--- config.mk ---
export PLATFORM = sky130hd
export DESIGN_NAME = genius_datapath
export DESIGN_NICKNAME = d
export VERILOG_FILES = /design/src/rtl/genius_pkg.sv /design/src/rtl/genius_lfsr16.sv /design/src/rtl/genius_datapath.sv
export SDC_FILE = /design/constraint.sdc
export NUM_CORES = 1
export LEC_CHECK = 0
export BUFFER_PORTS_ARGS = -buffer_cell sky130_fd_sc_hd__buf_4
export CAP_MARGIN = 20
export CORE_MARGIN = 2
export CORE_UTILIZATION = 55
export DETAILED_ROUTE_END_ITERATION = 8
export PLACE_DENSITY = 0.72
export SKIP_CTS_REPAIR_TIMING = 1
export SLEW_MARGIN = 20
export SYNTH_ARGS = -nofsm -noshare
export SYNTH_HDL_FRONTEND = slang
export SYNTH_SLANG_ARGS = --single-unit
--- constraint.sdc ---
create_clock -name CLOCK -period 5.21 [get_ports CLOCK]
set_clock_uncertainty 0.15 [all_clocks]
set_input_delay 1.3025 -clock CLOCK [delete_from_list [all_inputs] [get_ports CLOCK]]
set_output_delay 1.3025 -clock CLOCK [all_outputs]
set_load 0.03 [all_outputs]
--- src/rtl/genius_pkg.sv ---
// Shared definitions for the Genius memory-game datapath.
// Holds the sub-FSM state encodings, the symbol width, the LFSR taps and
// two small helpers: one-hot symbol decode and a single LFSR step.
package genius_pkg;

  localparam int          SYM_W     = 2;
  localparam logic [15:0] LFSR_TAPS = 16'hB400;

  typedef enum logic [1:0] {
    P_IDLE,
    P_ON,
    P_OFF,
    P_DONE
  } play_state_e;

  typedef enum logic [1:0] {
    U_IDLE,
    U_WAIT,
    U_DONE
  } user_state_e;

  function automatic logic [3:0] onehot4(input logic [SYM_W-1:0] sym);
    onehot4 = 4'b0001 << sym;
  endfunction

  // Galois form: shift right, fold the taps in when the bit shifted out is 1.
  function automatic logic [15:0] lfsr_next(input logic [15:0] cur);
    lfsr_next = {1'b0, cur[15:1]} ^ (cur[0] ? LFSR_TAPS : 16'h0000);
  endfunction

endpackage

--- src/rtl/genius_lfsr16.sv ---
// 16-bit Galois LFSR with synchronous load and step enable.
// Ports:
//   clk, rst_n     clock and asynchronous active-low reset
//   load, load_val load takes priority over step
//   step           advance one position
//   q              low OUT_W bits of the register (symbol users need only 2)
module lfsr16
  import genius_pkg::*;
#(
  parameter logic [15:0] RESET_VAL = 16'h0000,
  parameter int          OUT_W     = 16
) (
  input  logic             clk,
  input  logic             rst_n,
  input  logic             load,
  input  logic [15:0]      load_val,
  input  logic             step,
  output logic [OUT_W-1:0] q
);

  logic [15:0] state_q, state_d;

  always_comb begin
    state_d = state_q;
    if (load) begin
      state_d = load_val;
    end else if (step) begin
      state_d = lfsr_next(state_q);
    end
  end

  always_ff @(posedge clk or negedge rst_n) begin
    if (!rst_n) begin
      state_q <= RESET_VAL;
    end else begin
      state_q <= state_d;
    end
  end

  assign q = state_q[OUT_W-1:0];

endmodule

--- src/rtl/genius_datapath.sv ---
// Genius memory-game datapath: answers the game controller's strobes,
// plays back the symbol sequence, checks the player's presses and reports
// status flags.
// Build option: FIXED_SEED_EN - when defined, E1 loads the constant SEED
// and no free-running LFSR is built; otherwise the seed is sampled from a
// free-running LFSR (reset value 16'h0001).
// Ports:
//   CLOCK, reset         clock, asynchronous active-low reset
//   R1                   new game (level, clears rounds/win/seed/FSMs)
//   R2                   next round (rising edge)
//   E1                   seed latch (rising edge)
//   E2, E3, E4           user-play, FPGA-play, check enables (level)
//   SEL                  LED source: 0 playback, 1 synchronized keys
//   key[3:0]             raw asynchronous push-buttons
//   end_FPGA, end_User,  status flags back to the controller
//   end_time, win, match
//   leds[3:0]            registered one-hot display
//   rnd                  current round, 1-based
//
// Playback FSM
//   state  | meaning
//   P_IDLE | waiting for E3 rising
//   P_ON   | symbol idx lit for SHOW_CYC cycles
//   P_OFF  | dark gap for GAP_CYC cycles, then next symbol or done
//   P_DONE | rnd symbols shown, end_FPGA held until E3 falls
//
// User FSM
//   state  | meaning
//   U_IDLE | waiting for E2 rising
//   U_WAIT | taking presses, reply timer running
//   U_DONE | all presses taken, wrong press, or timeout
module genius_datapath
  import genius_pkg::*;
#(
  parameter int          N_ROUNDS    = 16,
  parameter int          SHOW_CYC    = 25_000_000,
  parameter int          GAP_CYC     = 12_500_000,
  parameter int          TIMEOUT_CYC = 250_000_000,
  parameter logic [15:0] SEED        = 16'hACE1
) (
  input  logic                             CLOCK,
  input  logic                             reset,
  input  logic                             R1,
  input  logic                             R2,
  input  logic                             E1,
  input  logic                             E2,
  input  logic                             E3,
  input  logic                             E4,
  input  logic                             SEL,
  input  logic [3:0]                       key,
  output logic                             end_FPGA,
  output logic                             end_User,
  output logic                             end_time,
  output logic                             win,
  output logic                             match,
  output logic [3:0]                       leds,
  output logic [$clog2(N_ROUNDS+1)-1:0]    rnd
);

  localparam int RND_W = $clog2(N_ROUNDS + 1);
  localparam int PC_W  = $clog2(SHOW_CYC + GAP_CYC + 1);
  localparam int TO_W  = $clog2(TIMEOUT_CYC + 1);

  localparam logic [PC_W-1:0]  SHOW_LD = PC_W'(SHOW_CYC - 1);
  localparam logic [PC_W-1:0]  GAP_LD  = PC_W'(GAP_CYC - 1);
  localparam logic [TO_W-1:0]  TO_LD   = TO_W'(TIMEOUT_CYC - 1);
  localparam logic [RND_W-1:0] RND_ONE = RND_W'(1);
  localparam logic [RND_W-1:0] RND_MAX = RND_W'(N_ROUNDS);

  // ---------------------------------------------------------------
  // Input conditioning: strobe edge history and key synchronizer
  // ---------------------------------------------------------------
  logic       r2_q, e1_q, e2_q, e3_q;
  logic [3:0] key_s1_q, key_s2_q, key_prev_q;
  logic [3:0] press_vec;
  logic       press;

  always_ff @(posedge CLOCK or negedge reset) begin
    if (!reset) begin
      r2_q       <= 1'b0;
      e1_q       <= 1'b0;
      e2_q       <= 1'b0;
      e3_q       <= 1'b0;
      key_s1_q   <= 4'b0000;
      key_s2_q   <= 4'b0000;
      key_prev_q <= 4'b0000;
    end else begin
      r2_q       <= R2;
      e1_q       <= E1;
      e2_q       <= E2;
      e3_q       <= E3;
      key_s1_q   <= key;
      key_s2_q   <= key_s1_q;
      key_prev_q <= key_s2_q;
    end
  end

  assign press_vec = key_s2_q & ~key_prev_q;
  assign press     = |press_vec;

  // ---------------------------------------------------------------
  // Seed source, round counter, win flag
  // ---------------------------------------------------------------
  logic [15:0]      seed_src;
  logic [15:0]      seed_q;
  logic [RND_W-1:0] rnd_q;
  logic             win_q;

`ifdef FIXED_SEED_EN
  assign seed_src = SEED;
`else
  lfsr16 #(
    .RESET_VAL (16'h0001),
    .OUT_W     (16)
  ) u_free_lfsr (
    .clk      (CLOCK),
    .rst_n    (reset),
    .load     (1'b0),
    .load_val (16'h0000),
    .step     (1'b1),
    .q        (seed_src)
  );
`endif

  always_ff @(posedge CLOCK or negedge reset) begin
    if (!reset) begin
      rnd_q  <= RND_ONE;
      win_q  <= 1'b0;
      seed_q <= 16'h0000;
    end else if (R1) begin
      rnd_q  <= RND_ONE;
      win_q  <= 1'b0;
      seed_q <= 16'h0000;
    end else begin
      if (R2 && !r2_q) begin
        if (rnd_q < RND_MAX) begin
          rnd_q <= rnd_q + RND_ONE;
        end else begin
          win_q <= 1'b1;
        end
      end
      if (E1 && !e1_q) begin
        seed_q <= seed_src;
      end
    end
  end

  // ---------------------------------------------------------------
  // Playback FSM
  // ---------------------------------------------------------------
  play_state_e      p_q, p_d;
  logic [PC_W-1:0]  p_cnt_q, p_cnt_d;
  logic [RND_W-1:0] idx_q, idx_d;
  logic             play_load, play_step;
  logic [SYM_W-1:0] play_sym;
  logic [3:0]       leds_play;

  lfsr16 #(
    .RESET_VAL (16'h0000),
    .OUT_W     (SYM_W)
  ) u_play_lfsr (
    .clk      (CLOCK),
    .rst_n    (reset),
    .load     (play_load),
    .load_val (seed_q),
    .step     (play_step),
    .q        (play_sym)
  );

  always_comb begin
    p_d       = p_q;
    p_cnt_d   = p_cnt_q;
    idx_d     = idx_q;
    play_load = 1'b0;
    play_step = 1'b0;
    if (R1 || !E3) begin
      p_d = P_IDLE;
    end else begin
      case (p_q)
        P_IDLE: begin
          if (!e3_q) begin
            play_load = 1'b1;
            idx_d     = '0;
            p_cnt_d   = SHOW_LD;
            p_d       = P_ON;
          end
        end
        P_ON: begin
          if (p_cnt_q == '0) begin
            p_cnt_d = GAP_LD;
            p_d     = P_OFF;
          end else begin
            p_cnt_d = p_cnt_q - 1'b1;
          end
        end
        P_OFF: begin
          if (p_cnt_q == '0) begin
            idx_d     = idx_q + RND_ONE;
            play_step = 1'b1;
            if (idx_d == rnd_q) begin
              p_d = P_DONE;
            end else begin
              p_cnt_d = SHOW_LD;
              p_d     = P_ON;
            end
          end else begin
            p_cnt_d = p_cnt_q - 1'b1;
          end
        end
        P_DONE:  p_d = P_DONE;
        default: p_d = P_IDLE;
      endcase
    end
  end

  always_ff @(posedge CLOCK or negedge reset) begin
    if (!reset) begin
      p_q     <= P_IDLE;
      p_cnt_q <= '0;
      idx_q   <= '0;
    end else begin
      p_q     <= p_d;
      p_cnt_q <= p_cnt_d;
      idx_q   <= idx_d;
    end
  end

  // Gated by E3 so the display goes dark in the same cycle E3 drops.
  assign leds_play = (p_q == P_ON && E3) ? onehot4(play_sym) : 4'b0000;

  // ---------------------------------------------------------------
  // User FSM
  // ---------------------------------------------------------------
  user_state_e      u_q, u_d;
  logic [TO_W-1:0]  u_cnt_q, u_cnt_d;
  logic [RND_W-1:0] uidx_q, uidx_d;
  logic             err_q, err_d;
  logic             to_q, to_d;
  logic             chk_load, chk_step;
  logic [SYM_W-1:0] chk_sym;

  lfsr16 #(
    .RESET_VAL (16'h0000),
    .OUT_W     (SYM_W)
  ) u_chk_lfsr (
    .clk      (CLOCK),
    .rst_n    (reset),
    .load     (chk_load),
    .load_val (seed_q),
    .step     (chk_step),
    .q        (chk_sym)
  );

  always_comb begin
    u_d      = u_q;
    u_cnt_d  = u_cnt_q;
    uidx_d   = uidx_q;
    err_d    = err_q;
    to_d     = to_q;
    chk_load = 1'b0;
    chk_step = 1'b0;
    if (R1) begin
      u_d    = U_IDLE;
      uidx_d = '0;
      err_d  = 1'b0;
      to_d   = 1'b0;
    end else if (!E2) begin
      // uidx and err stay put so E4 can still evaluate match.
      u_d = U_IDLE;
    end else begin
      case (u_q)
        U_IDLE: begin
          if (!e2_q) begin
            chk_load = 1'b1;
            uidx_d   = '0;
            err_d    = 1'b0;
            to_d     = 1'b0;
            u_cnt_d  = TO_LD;
            u_d      = U_WAIT;
          end
        end
        U_WAIT: begin
          // A press is checked before the terminal count, so a press on
          // the last allowed cycle is accepted rather than timing out.
          if (press) begin
            chk_step = 1'b1;
            uidx_d   = uidx_q + RND_ONE;
            u_cnt_d  = TO_LD;
            if (press_vec != onehot4(chk_sym)) begin
              err_d = 1'b1;
            end
            if (err_d || uidx_d == rnd_q) begin
              u_d = U_DONE;
            end
          end else if (u_cnt_q == '0) begin
            to_d = 1'b1;
            u_d  = U_DONE;
          end else begin
            u_cnt_d = u_cnt_q - 1'b1;
          end
        end
        U_DONE:  u_d = U_DONE;
        default: u_d = U_IDLE;
      endcase
    end
  end

  always_ff @(posedge CLOCK or negedge reset) begin
    if (!reset) begin
      u_q     <= U_IDLE;
      u_cnt_q <= '0;
      uidx_q  <= '0;
      err_q   <= 1'b0;
      to_q    <= 1'b0;
    end else begin
      u_q     <= u_d;
      u_cnt_q <= u_cnt_d;
      uidx_q  <= uidx_d;
      err_q   <= err_d;
      to_q    <= to_d;
    end
  end

  // ---------------------------------------------------------------
  // LED output register and flag decode
  // ---------------------------------------------------------------
  logic [3:0] leds_q;

  always_ff @(posedge CLOCK or negedge reset) begin
    if (!reset) begin
      leds_q <= 4'b0000;
    end else if (R1) begin
      leds_q <= 4'b0000;
    end else begin
      leds_q <= SEL ? key_s2_q : leds_play;
    end
  end

  assign leds     = leds_q;
  assign rnd      = rnd_q;
  assign win      = win_q;
  assign end_FPGA = (p_q == P_DONE) & E3;
  assign end_User = (u_q == U_DONE) & ~to_q & E2;
  assign end_time = (u_q == U_DONE) &  to_q & E2;
  assign match    = E4 & ~err_q & (uidx_q == rnd_q);

endmodule

==> metrics.md, run 1 <==
| Metric | Value |
|---|---|
| Io pins | 27 |
| Critical-path cell list | xor2_1, nor4b_1, nor4bb_1, buf_4 |
| Syn_nets | 836 |
| Flop pwr share | 0.483 |
| Synth area leader | dfrtp_1 |
| Vias post-DR | 6,161 |
| Initial Util | 0.569 |
| Buffer and inverter count on the worst path | 1 |
| Vias in the first global route | 6,070 |
| Antenna violations before repair | 0 |
| Hold_ws | 0.210 ns |
| Synth area leaders | dfrtp_1, nand2_1, o21ai_0 |
| CTS tree | yes |
| PwrDens | 314 nW/um2 |
| Sw Pwr | 0.696 mW |
| Final period util | 0.640 |
| P_leak | 3.64 nW |
| DIE WIDTH | 124 um |
| Max Freq | 0.300 GHz |
| Pint | 2.10 mW |
| Final non-filler cell total | 1,019 |
| Critical path's top delay family | simple AND/OR/NAND/NOR gates |
| First-pass GRT wire length | 29.2 mm |
| Routability Congestion | 0.843 |
| Gate power share | 0.076 |
| Largest net degree at the start of global routing | 104 |
| DRT iter0 DRCs | 609 |
| Slew HR | 0.337 |
| Min Tclk post-route | 3.33 ns |
| Worst skew pair latency | 0.43 ns |
| FFs w/ async S/R, synth | 1.00 |
| Distinct cell type count after synthesis | 72 |
| Post-Route WL | 17.2 mm |
| Die Ht | 124 um |
| Clock-pin slew on the worst setup and hold paths | 0.06 ns |
| Utilization after layout | 0.635 |
| Crit Path Category | reg2out |
| CP Capture Type | output port |
| H-tree Lvls | 4 |
| Most common cell in the netlist | dfrtp_1 |
| Max Cap Viol | 0 |
| Worst-path fanout max | 7 |
| Number of synthesized flops with an enable pin | 0 |
| Clk sinks | 160 |
| CP peak stage delay | 0.50 ns |
| Final #Nets | 854 |
| Mapped Cells | 809 |
| CP arrival | 1.88 ns |
| Final Max Slew Viols | 0 |
| Site Rows | 43 |
| CP required | 3.76 ns |
| Area delta synth->final | 11.7% |
| Final HPWL DP | 11.3 mm |
| Number of remaining DRC errors | 0 |
| Setup TNS | 0 ns |
| Clock root cell | clkbuf_16 |
| Congestion Overflow GR | 0 |
| RSZ-0062 raised after global routing | false |
| Port bufs | 26 |
| Routed WL per cell | 16.9 um |
| Dpl cells | 988 |
| Synth Flop Type | dfrtp_1 |
| Status | complete, no violations |
| Fillers | 1,111 |
| Yosys warns | 0 |
| Crit path max-delay cell type | dfrtp_1 |
| Pre-Repair DR Iteration Count | 6 |
| Sequential element share of the synthesized area | 0.503 |
| Antenna Nets Post-Route | 0 |
| Clock power share | 0.441 |
| Worst Tran Pin Value | 0.993 ns |
| Core ar. | 14,000 um2 |
| Gr usage total | 0.228 |
| # diodes | 0 |
| Hold Path Class | reg2reg |
| Commonest cells in the netlist | dfrtp_1, nand2_1, o21ai_0, nor2_1, a21oi_1 |
| Via density | 6.05 |
| Share of cells above drive strength 1 | 0.110 |
| Crit path launch type | flop |
| Post-Syn Area | 7960 um2 |
| Flops & latches, synth | 160 |
| Avg Cell Area, Syn | 9.84 um2 |
| CTS buffer count | 17 |
| Peak supply drop | 0.247 mV |
| Sw frac | 0.249 |
| Final hold violations | 0 |
| Max Root-Sink Buffers | 2 |
| Post-synth top area share | 0.497 |
| Setup-failing EPs final | 0 |
| Die ar. | 15,400 um2 |
==> layout make-up <==
cell class | instances | area, um2 | area share
Inverter | 15 | 56.3 | 0.00633
Clock buffer | 19 | 453 | 0.0510
Multi-Input combinational cell | 602 | 3780 | 0.425
Sequential cell | 160 | 4010 | 0.451
Tap cell | 180 | 225 | 0.0253
Clock inverter | 12 | 135 | 0.0152
Timing Repair Buffer | 31 | 236 | 0.0266
==> power groups by stage <==
stage | Sequential (mW) | Clock, mW | Combinational, mW
2_1_floorplan | 1.36 | 0 | 0.136
3_3_place_gp | 1.37 | 0 | 0.202
3_5_place_dp | 1.37 | 0 | 0.212
4_1_cts | 1.35 | 1.26 | 0.214
5_1_grt | 1.35 | 1.31 | 0.237
6_report | 1.35 | 1.23 | 0.212
==> cells in the final DEF (no fill, tap or decap), drive strengths merged, types with 12 or more instances in the layout <==
master    n
a21oi    42
buf      31
clkbuf   19
dfrtp   158
ha       14
inv      16
mux2i    31
nand2   122
nand2b   17
nand3    16
nand4    12
nor2     48
nor3     24
nor4     12
o21ai    75
or3      16
xnor2    17
xor2     27
==> path summary, 6_finish.rpt <==
check,startpoint,to,slack (ns),cells after the start
min,key_s1_q[0],key_s2_q[0],0.21,0
max in group asynchronous,reset,p_cnt_q[23],3.01,2
max,rnd[1],match,1.88,4
min in group asynchronous,reset,r2_q,0.81,1
max reg2reg,p_cnt_q[0],u_play_lfsr.state_q[8],2.12,8
min reg2reg,key_s1_q[0],key_s2_q[0],0.21,0
==> per-stage QoR <==
stage / cell area [um2] / power, mW / worst slack, ns
after detailed placement: 8300 / 1.58 / 1.69
after global placement: 8300 / 1.57 / 1.81
after CTS: 8890 / 2.82 / 1.84
after global routing: 8890 / 2.90 / 1.78
final: 8890 / 2.79 / 1.88
after floorplan: 7960 / 1.49 / 1.47
==> state kept, by name (all words and copies together), names as in the netlist, 5 cells and up <==
register and count:
seed_q 16, p_cnt_q 26, uidx_q 5, u_chk_lfsr.state_q 16, rnd 5, u_cnt_q 28
u_play_lfsr.state_q 16, u_free_lfsr.q 16, idx_q 5
==> logic make-up (layout without fill, tap and decap cells) <==
family	Yosys count	after routing	synth area share
multiplexers	31	31	0.0390
adder cells (fa/ha/maj)	14	14	0.0220
XOR/XNOR	44	44	0.0484
AO/OA/AOI/OAI	197	197	0.156
flip-flops	160	160	0.503
AND/OR/NAND/NOR	316	316	0.208
buffers and inverters	47	77	0.0237
==> layer usage <==
layer	GRT usage	part of all wire	wire length (um)	up-vias
li1	-	-	-	2930
met1	0.302	0.46	7840	3005
met2	0.372	0.48	8290	198
met3	0.0494	0.047	812	28
met4	0.0833	0.014	242	0
met5	0	0	0	-
(Power assumes the default switching activity.)
==> inputs of run 2 (changes only) <==
==> constraint.sdc (replaced) <==
create_clock -name CLOCK -period 3.2 [get_ports CLOCK]
set_clock_uncertainty 0.15 [all_clocks]
set_input_delay 0.8 -clock CLOCK [delete_from_list [all_inputs] [get_ports CLOCK]]
set_output_delay 0.8 -clock CLOCK [all_outputs]
set_load 0.03 [all_outputs]
==> run 2 against run 1 <==
Clock power grew 69%. Highest routed layer unchanged. Non-clock buffer count grew 10. Largest power group unchanged. Combinational power grew 69%. Critical path type unchanged.
==> metrics.md, run 2 (synthesis results as in run 1) <==
| Metric | Value |
|---|---|
| First-pass GRT wire length | 28.5 mm |
| Top flop regs | u_cnt_q (28), p_cnt_q (26) |
| Via density | 5.96 |
| Most common cell after layout, fill and taps aside | dfrtp_1 |
| Hold Path Class | in2async |
| Max reg flops | 28 |
| Final #Nets | 864 |
| RSZ-0062 raised after global routing | false |
| Min Tclk post-route | 2.88 ns |
| Final non-filler cell total | 1,030 |
| DIE WIDTH | 124 um |
| Die Ht | 124 um |
| Utilization after layout | 0.645 |
| CP arrival | 1.93 ns |
| Congestion Overflow GR | 0 |
| Crit path from | rnd[2] |
| Hold_ws | 0.151 ns |
| CTS buffer count | 17 |
| Post-Route WL | 16.8 mm |
| Crit path launch type | flop |
| Gr usage total | 0.222 |
| Crit Path Category | reg2out |
| Total Power | 4.64 mW |
| Port bufs | 26 |
| Slew HR | 0.533 |
| Area delta synth->final | 13.4% |
| Setup TNS | 0 ns |
| Peak supply drop | 0.366 mV |
| CTS tree | yes |
| Antenna Nets Post-Route | 0 |
| PwrDens | 514 nW/um2 |
| Worst-path fanout max | 12 |
| Final Max Slew Viols | 0 |
| Number of remaining DRC errors | 0 |
| Site Rows | 43 |
| Clk sinks | 160 |
| DRT iter0 DRCs | 438 |
| R2R depth | 6 |
| Initial Util | 0.569 |
| Setup-failing EPs final | 0 |
| Share of cells above drive strength 1 | 0.115 |
| Final period util | 0.901 |
| Final hold violations | 0 |
| Worst Tran Pin Value | 0.683 ns |
| Max Cap Viol | 0 |
| CP required | 2.25 ns |
| Pre-Repair DR Iteration Count | 5 |
| Final HPWL DP | 11.6 mm |
| Most frequent cells in the layout | dfrtp_1, nand2_1, o21ai_0 |
| Clock root cell | clkbuf_16 |
| Clock-pin slew on the worst setup and hold paths | 0.06 ns |
| # diodes | 0 |
| H-tree Lvls | 4 |
| Max Freq | 0.347 GHz |
| Largest net degree at the start of global routing | 66 |
| Reg-to-reg slack, setup | 0.46 ns |
| CP Capture Type | output port |
| Antenna violations before repair | 0 |
| Fillers | 1,140 |
| Dpl cells | 998 |
| Vias in the first global route | 6,068 |
| Vias post-DR | 6,139 |
| Die ar. | 15,400 um2 |
| Worst skew pair latency | 0.42 ns |
| P_leak | 3.72 nW |
| Reg2reg start | key_s2_q[3] |
| Status | complete, no violations |
| Routability Congestion | 0.878 |
| Reg-to-Reg End | u_q[0] |
| Max Root-Sink Buffers | 2 |
| Routed WL per cell | 16.4 um |
| Biggest register | u_cnt_q |
| Io pins | 27 |
| Core ar. | 14,000 um2 |
run 2: worst max path at each step:
stage,endpoint,slack (ns),cells past startpoint
2_1_floorplan,match,0.18,4
3_3_place_gp,p_cnt_q[3],0.50,8
3_5_place_dp,p_cnt_q[5],0.42,8
4_1_cts,match,0.28,4
5_1_grt,match,0.21,4
6_report,match,0.32,4
run 2: routing by layer:
layer	wire [um]	up-vias	track usage
met5	0	-	0
met3	620	17	0.0537
met4	163	0	0.0694
li1	-	2949	-
met2	8390	134	0.372
met1	7670	3039	0.287
run 2: cell type report:
type | count | area, um2 | area share
Multi-Input combinational cell | 602 | 3770 | 0.418
Clock inverter | 8 | 131 | 0.0146
Tap cell | 180 | 225 | 0.0250
Clock buffer | 24 | 482 | 0.0534
Sequential cell | 160 | 4010 | 0.444
Inverter | 15 | 56.3 | 0.00624
Timing Repair Buffer | 41 | 349 | 0.0387
run 2: report_power, final:
group | internal, mW | switching, mW
clock network | 1.29 | 0.789
logic | 0.140 | 0.219
registers | 2.10 | 0.0979
run 2: metrics by stage:
stage | area (um2) | setup WS [ns]
after floorplan | 7960 | 0.185
after global placement | 8410 | 0.497
after detailed placement | 8410 | 0.417
after CTS | 9020 | 0.279
after global routing | 9020 | 0.212
final | 9020 | 0.317
run 2: critical path: stages, from the launching register on:
cell and delay, ns:
dfrtp_1 0.53, xor2_1 0.21, nor4b_1 0.26, nor4bb_1 0.30
buf_4 0.22
